$ cat config.mk
export PLATFORM = sky130hd
export DESIGN_NAME = regfile_scoreboard
export DESIGN_NICKNAME = d
export VERILOG_FILES = /design/src/rtl/regfile_scoreboard.sv
export SDC_FILE = /design/constraint.sdc
export NUM_CORES = 1
export LEC_CHECK = 0
export BUFFER_PORTS_ARGS = -buffer_cell sky130_fd_sc_hd__buf_2
export CAP_MARGIN = 30
export CORE_ASPECT_RATIO = 1.5
export CORE_MARGIN = 2
export CORE_UTILIZATION = 45
export DETAILED_ROUTE_END_ITERATION = 7
export MAX_ROUTING_LAYER = met4
export PLACE_DENSITY_LB_ADDON = 0.05
export SYNTH_ARGS = -nofsm -noshare
export SYNTH_HDL_FRONTEND = slang
export SYNTH_SLANG_ARGS = --single-unit
$ cat constraint.sdc
create_clock -name clock -period 10.9 [get_ports clock]
set_clock_uncertainty 0.2 [all_clocks]
set_input_delay 2.18 -clock clock [delete_from_list [all_inputs] [get_ports clock]]
set_output_delay 2.18 -clock clock [all_outputs]
set_load 0.02 [all_outputs]
$ cat src/rtl/regfile_scoreboard.sv
// Register file: two registered read ports, a write port, a link write port and a per-register busy scoreboard.
// Define REGFILE_BYPASS_EN to forward same-cycle write data to a read of the same register.
module regfile_scoreboard #(
  parameter int DATA_W   = 32,
  parameter int NUM_REGS = 16,
  parameter int ADDR_W   = 4,
  parameter int LINK_REG = 8
) (
  input  logic                clock,
  input  logic                clear,
  input  logic                rd_a_en,
  input  logic [ADDR_W-1:0]   rd_a_addr,
  output logic [DATA_W-1:0]   rd_a_data,
  output logic                rd_a_busy,
  input  logic                rd_b_en,
  input  logic [ADDR_W-1:0]   rd_b_addr,
  output logic [DATA_W-1:0]   rd_b_data,
  output logic                rd_b_busy,
  input  logic                wr_en,
  input  logic [ADDR_W-1:0]   wr_addr,
  input  logic [DATA_W-1:0]   wr_data,
  input  logic                link_en,
  input  logic [DATA_W-1:0]   link_data,
  input  logic                rsv_en,
  input  logic [ADDR_W-1:0]   rsv_addr,
  output logic                rsv_err,
  output logic [NUM_REGS-1:0] busy_vec,
  output logic [ADDR_W:0]     pending_cnt
);

  logic [DATA_W-1:0]   regs_reg  [NUM_REGS];
  logic [DATA_W-1:0]   regs_next [NUM_REGS];
  logic [NUM_REGS-1:0] busy_reg, busy_next, commit_vec, err_vec;
  logic                rsv_err_reg;
  logic [ADDR_W:0]     pending_reg, pending_next;

  logic                rd_en        [2];
  logic [ADDR_W-1:0]   rd_addr      [2];
  logic [DATA_W-1:0]   rd_sel_data  [2];
  logic                rd_sel_busy  [2];
  logic [DATA_W-1:0]   rd_data_reg  [2];
  logic                rd_busy_reg  [2];

  // Register 0 is a constant zero; other entries take link data over wr data.
  generate
    for (genvar gi = 0; gi < NUM_REGS; gi++) begin : g_reg
      if (gi == 0) begin : g_zero
        assign regs_next[gi]  = '0;
        assign busy_next[gi]  = 1'b0;
        assign commit_vec[gi] = 1'b0;
        assign err_vec[gi]    = 1'b0;
      end else begin : g_live
        logic wr_hit, link_hit, rsv_hit;
        assign wr_hit         = wr_en && (wr_addr == ADDR_W'(gi));
        assign link_hit       = link_en && (gi == LINK_REG);
        assign rsv_hit        = rsv_en && (rsv_addr == ADDR_W'(gi));
        assign commit_vec[gi] = wr_hit | link_hit;
        assign regs_next[gi]  = link_hit ? link_data : (wr_hit ? wr_data : regs_reg[gi]);
        // A new reservation outranks a completing write in the same cycle.
        assign busy_next[gi]  = rsv_hit | (busy_reg[gi] & ~commit_vec[gi]);
        assign err_vec[gi]    = rsv_hit & busy_reg[gi] & ~commit_vec[gi];
      end
    end
  endgenerate

  assign rd_en[0]   = rd_a_en;
  assign rd_en[1]   = rd_b_en;
  assign rd_addr[0] = rd_a_addr;
  assign rd_addr[1] = rd_b_addr;

  // Out-of-range and zero addresses match no entry and so read as 0, not busy.
  generate
    for (genvar gi = 0; gi < 2; gi++) begin : g_port
      always_comb begin
        rd_sel_data[gi] = '0;
        rd_sel_busy[gi] = 1'b0;
        for (int i = 1; i < NUM_REGS; i++) begin
          if (rd_addr[gi] == ADDR_W'(i)) begin
`ifdef REGFILE_BYPASS_EN
            rd_sel_data[gi] = regs_next[i];
`else
            rd_sel_data[gi] = regs_reg[i];
`endif
            rd_sel_busy[gi] = busy_reg[i];
          end
        end
      end
    end
  endgenerate

  always_comb begin
    pending_next = '0;
    for (int i = 0; i < NUM_REGS; i++) begin
      pending_next = pending_next + (ADDR_W+1)'(busy_reg[i]);
    end
  end

  always_ff @(posedge clock) begin
    if (!clear) begin
      for (int i = 0; i < NUM_REGS; i++) regs_reg[i] <= '0;
      for (int p = 0; p < 2; p++) begin
        rd_data_reg[p] <= '0;
        rd_busy_reg[p] <= 1'b0;
      end
      busy_reg    <= '0;
      rsv_err_reg <= 1'b0;
      pending_reg <= '0;
    end else begin
      for (int i = 0; i < NUM_REGS; i++) regs_reg[i] <= regs_next[i];
      for (int p = 0; p < 2; p++) begin
        if (rd_en[p]) begin
          rd_data_reg[p] <= rd_sel_data[p];
          rd_busy_reg[p] <= rd_sel_busy[p];
        end
      end
      busy_reg    <= busy_next;
      rsv_err_reg <= |err_vec;
      pending_reg <= pending_next;
    end
  end

  assign rd_a_data   = rd_data_reg[0];
  assign rd_a_busy   = rd_busy_reg[0];
  assign rd_b_data   = rd_data_reg[1];
  assign rd_b_busy   = rd_busy_reg[1];
  assign rsv_err     = rsv_err_reg;
  assign busy_vec    = busy_reg;
  assign pending_cnt = pending_reg;

endmodule
After elaboration in Yosys (flattened, before gate mapping):

Memories as Yosys holds them, arrays and structs flattened.
Index checks and enable logic that the tools add are counted.

* eq/ne operators: 60
* add/subtract/negate cells: 15
* reductions and logical operators: 31
* bitwise logic cells: 96
* muxes and demuxes: 104

Operators by type and width (number)
* 32-bit 2-to-1 mux: 64
* 4-bit == test (second input constant): 32
* 4-bit by 3-bit == test with 1-bit output (second input constant): 16
* 5-bit by 1-bit adder with 5-bit output: 11
* 1-bit AND: 45
* 1-bit 2-to-1 mux: 40
* 1-bit OR: 36
* 4-bit by 2-bit == test with 1-bit output (second input constant): 8
* 1-bit logical AND: 30
* 4-bit by 1-bit == test with 1-bit output (second input constant): 4
* 1-bit inverter: 15
* 15-bit OR reduction: 1
* 4-bit by 1-bit adder with 5-bit output: 1
* 3-bit by 1-bit adder with 4-bit output: 1
* 2-bit by 1-bit adder with 3-bit output: 1
* 1-bit by 1-bit adder with 2-bit output: 1

* RAM bits: 578
* register bits: 22
* output and inout port bits: 88
* memories kept: 3
* input bits: 87

Memories
* regs_reg: depth 16, width 32, read ports 15, clocked after memory_dff 0, wr ports 16, RTL line 31 `logic [DATA_W-1:0] regs_reg [NUM_REGS];`
* rd_data_reg: depth 2, width 32, read ports 2, clocked after memory_dff 0, wr ports 2, RTL line 41 `logic [DATA_W-1:0] rd_data_reg [2];`
* rd_busy_reg: depth 2, width 1, read ports 2, clocked after memory_dff 0, wr ports 2, RTL line 42 `logic rd_busy_reg [2];`

Longest topological paths before layout:

* depth in word-level cells: 17
* mapped depth: 10
* gate-level depth less buffers: 10

Worst setup path after synthesis:

Ideal clock, no wire load.

* path type: input -> register
* start point: in clear
* end point: mem rd_busy_reg[0][0] (enable)
* arrival time: 3.296 ns
* setup slack: 6.914 ns
* stages: 3
* required time: 10.210 ns
* library setup time: 0.490 ns
* cells stage by stage: clkbuf_1 clkbuf_1 nand2b_1

RTL lines
* start, declared: RTL line 10 `input logic clear,`
* end, declared: RTL line 42

==> flow_summary.toml <==
[final_layout]
final_nets = 3964
drive_above_1_share = 0.118
largest_reg_flops = 480
syn_to_final_growth_pct = 9.24
nFillCells = 6754

[power]
ir_drop_mv = 0.128
p_total_mw = 4.90
p_leak_nw = 12.1
powerDensity_mw_per_mm2 = 144

[routing]
via_count = 31900
drt_iter0_drc = 4605
ant_nets = 0
drt-wirelength-per-cell_um = 30.6
vias_per_cell = 6.61
wirelength_um = 147000
route.detailed.drc = 0
firstDrtPassIters = 8

[cts]
insertion_delay_ns = 0.68
cts.path.max_buffers = 3
cts.sinks = 566
htreeDepth = 2
post_cts_buffers = 0
cts_tree = "yes"
cts-buffers-inserted = 58
cts-root-buf = "clkbuf_16"
ctsResizeCount = 0
path_clk_slew_ns = 0.06
ctsHoldBuffers = 0

[synthesis]
ys.warnings.count = 0
yosysSeqAreaShare = 0.385
async_flop_share = 0
syn_inst = 3922
yosysTopAreaCell = "dfxtp_1"
ys_types = 93
ys_ff_latch = 566
ys.flop_type = "dfxtp_1"
synth_edf_count = 66
avgSynthCellArea_um2 = 7.95
synth_common_cells = "nand2_1 (1,048), dfxtp_1 (500), a21boi_0 (371), a21oi_1 (231), clkbuf_1 (212)"
synth.top_cell.area_share = 0.321
yosys.cell_count.top_type = "nand2_1"
synth_area_mm2 = 0.0312
synth.area.top_cells = "dfxtp_1 (32%), nand2_1 (13%), a21boi_0 (8.9%), edfxtp_1 (6.4%), mux2i_1 (4.1%)"

[global_routing]
gr-usage-met1 = 0.547
grt_start_max_net_pins = 113
busiest_layer = "met2"
grt_use_met3 = 0.113
grt_usage = 0.415
grt_pass1_vias = 29900
grt_overflow_total = 0
grt_antenna_before_repair = 12
grt_pass1_wl_um = 212000
grt_use_met2 = 0.587

[die]
rows = 118
die_x_um = 219
die_area_mm2 = 0.0714
pin_count = 175
coreArea_mm2 = 0.0688
start_util = 0.453
die_h_um = 326

[worst_setup_path]
cp_slowest_stage_delay_ns = 1.05
setup.worst_path.start = "rd_a_addr[0]"
start_kind = "input port"
rr_worst_depth = 10
critical_path.most_common_cell = "buf_4"
crit_end = "rd_data_reg[0][17]"
worstPathCellList = "buf_4 > buf_12 > inv_2 > buf_4 > nand2_1 > o22ai_1 > a2111oi_0 > o21ai_0 > a21oi_1"
crit_slowest_cell = "a2111oi_0"
worst-setup-path-type = "input port to flop"
cp_max_fo = 99
crit_cells = 9
regToRegStartpoint = "busy_vec[8]"
worstPathArrival_ns = 6.03
timing.rr.end = "pending_cnt[2]"
crit_family = "compound AO/OA/AOI/OAI gates"
rrSetupSlack_ns = 6.74
cp_num_buf_inv = 4
critPathRequiredTime_ns = 11.21
cp-end-kind = "flop"

[sta]
fin_tns_setup_ns = 0
setup_viol = 0
tightest_slew_ns = 1.15
rsz0062_at_grt = "false"
slew_viol_final = 0
layout_worst_path_cycle_share = 0.524
period_needed_ns = 5.72
max_slew_margin = 0.215
fin_ws_ns = 5.18
final_hold_viol_count = 0
max_freq_mhz = 175

[placed_design]
pre_cts_slack_ns = 4.93
dp_hpwl_um = 97100
finalWeightedCongestion = 1.02
io_buffer_count = 172

[job]
cap_violations = 0

[hold_path]
hold_path.startpoint = "regs_reg[0][310]"
hold_path.class = "flop to flop"

[run_status]
status = "finished clean"
[cells in the final DEF, fill, tap and decap left out, drive strengths merged, types with 9 or more instances in the layout]
cell type and n:
nand2 1055, a221oi 44, nor3 26, a32oi 9
a21boi 451, o211ai 12, a21oi 231, a22oi 45
clkinv 14, nor2 165, a211oi 28, nand4 9
buf 250, o22ai 101, dfxtp 500, nor2b 31
o221ai 44, nand3 25, fa 10, a2111oi 16
clkbuf 84, o21ai 215, a31oi 12, a2bb2oi 15
a22o 21, inv 25, edfxtp 66, a21o 15
mux2i 129, nand2b 30, mux2 62, and2 52
[worst min path at each step]
| stage | end | slack [ns] | cells past startpoint |
|---|---|---|---|
| 3_5_place_dp | regs_reg[0][310] | 0.26 | 2 |
| 3_3_place_gp | regs_reg[0][467] | 0.25 | 2 |
| 4_1_cts | regs_reg[0][310] | 0.27 | 2 |
| 5_1_grt | regs_reg[0][297] | 0.29 | 2 |
| 2_1_floorplan | regs_reg[0][387] | 0.24 | 2 |
| 6_report | regs_reg[0][310] | 0.27 | 2 |
[kinds of logic after synthesis]
group / after synthesis / synth area share
AND/OR/NAND/NOR: 1437 / 0.193
AO/OA/AOI/OAI: 1316 / 0.287
flip-flops: 566 / 0.385
buffers and inverters: 393 / 0.0603
multiplexers: 196 / 0.0674
adder cells (fa/ha/maj): 12 / 0.00722
other: 1 / 0.000120
XOR/XNOR: 1 / 0.000281
[per-stage QoR]
stage | util | hold WS [ns] | area [µm²] | instances
floorplan | - | 0.240 | 31200 | 3923
global placement | 0.466 | 0.253 | 32100 | 4700
detailed placement | 0.468 | 0.262 | 32200 | 4704
CTS | 0.495 | 0.270 | 34000 | 4808
global route | 0.495 | 0.291 | 34100 | 4815
finish | 0.495 | 0.272 | 34100 | 4816
[report_power, final]
group	switching, mW	total, mW	internal, mW
combinational	0.453	0.639	0.185
sequential	0.0560	2.22	2.16
clock	0.902	2.04	1.14
total	1.41	4.90	3.49
[area by class of cell]
cell class,count,area (µm²),area share
Sequential cell,566,12000,0.352
Clock buffer,83,1660,0.0486
Tap cell,900,1130,0.0331
Clock inverter,21,208,0.00610
Multi-Input combinational cell,2964,17400,0.511
Timing Repair Buffer,251,1550,0.0456
Antenna cell,7,17.5,0.000514
Inverter,24,90.1,0.00265
[worst reg2reg max path: stages, from the launching register on]
cell and delay [ns]:
dfxtp_1 0.61, fa_1 0.52, fa_1 0.49, fa_1 0.49, inv_1 0.05, fa_1 0.48
inv_1 0.05, fa_1 0.41, fa_1 0.44, xor2_1 0.17, and2_1 0.16
[metal layers]
metal	up-vias	part of all wire
met2	2450	0.42
met4	0	0.055
met3	547	0.13
met5	-	0
met1	15200	0.40
li1	13700	-
Power figures use the tool's default switching activity.
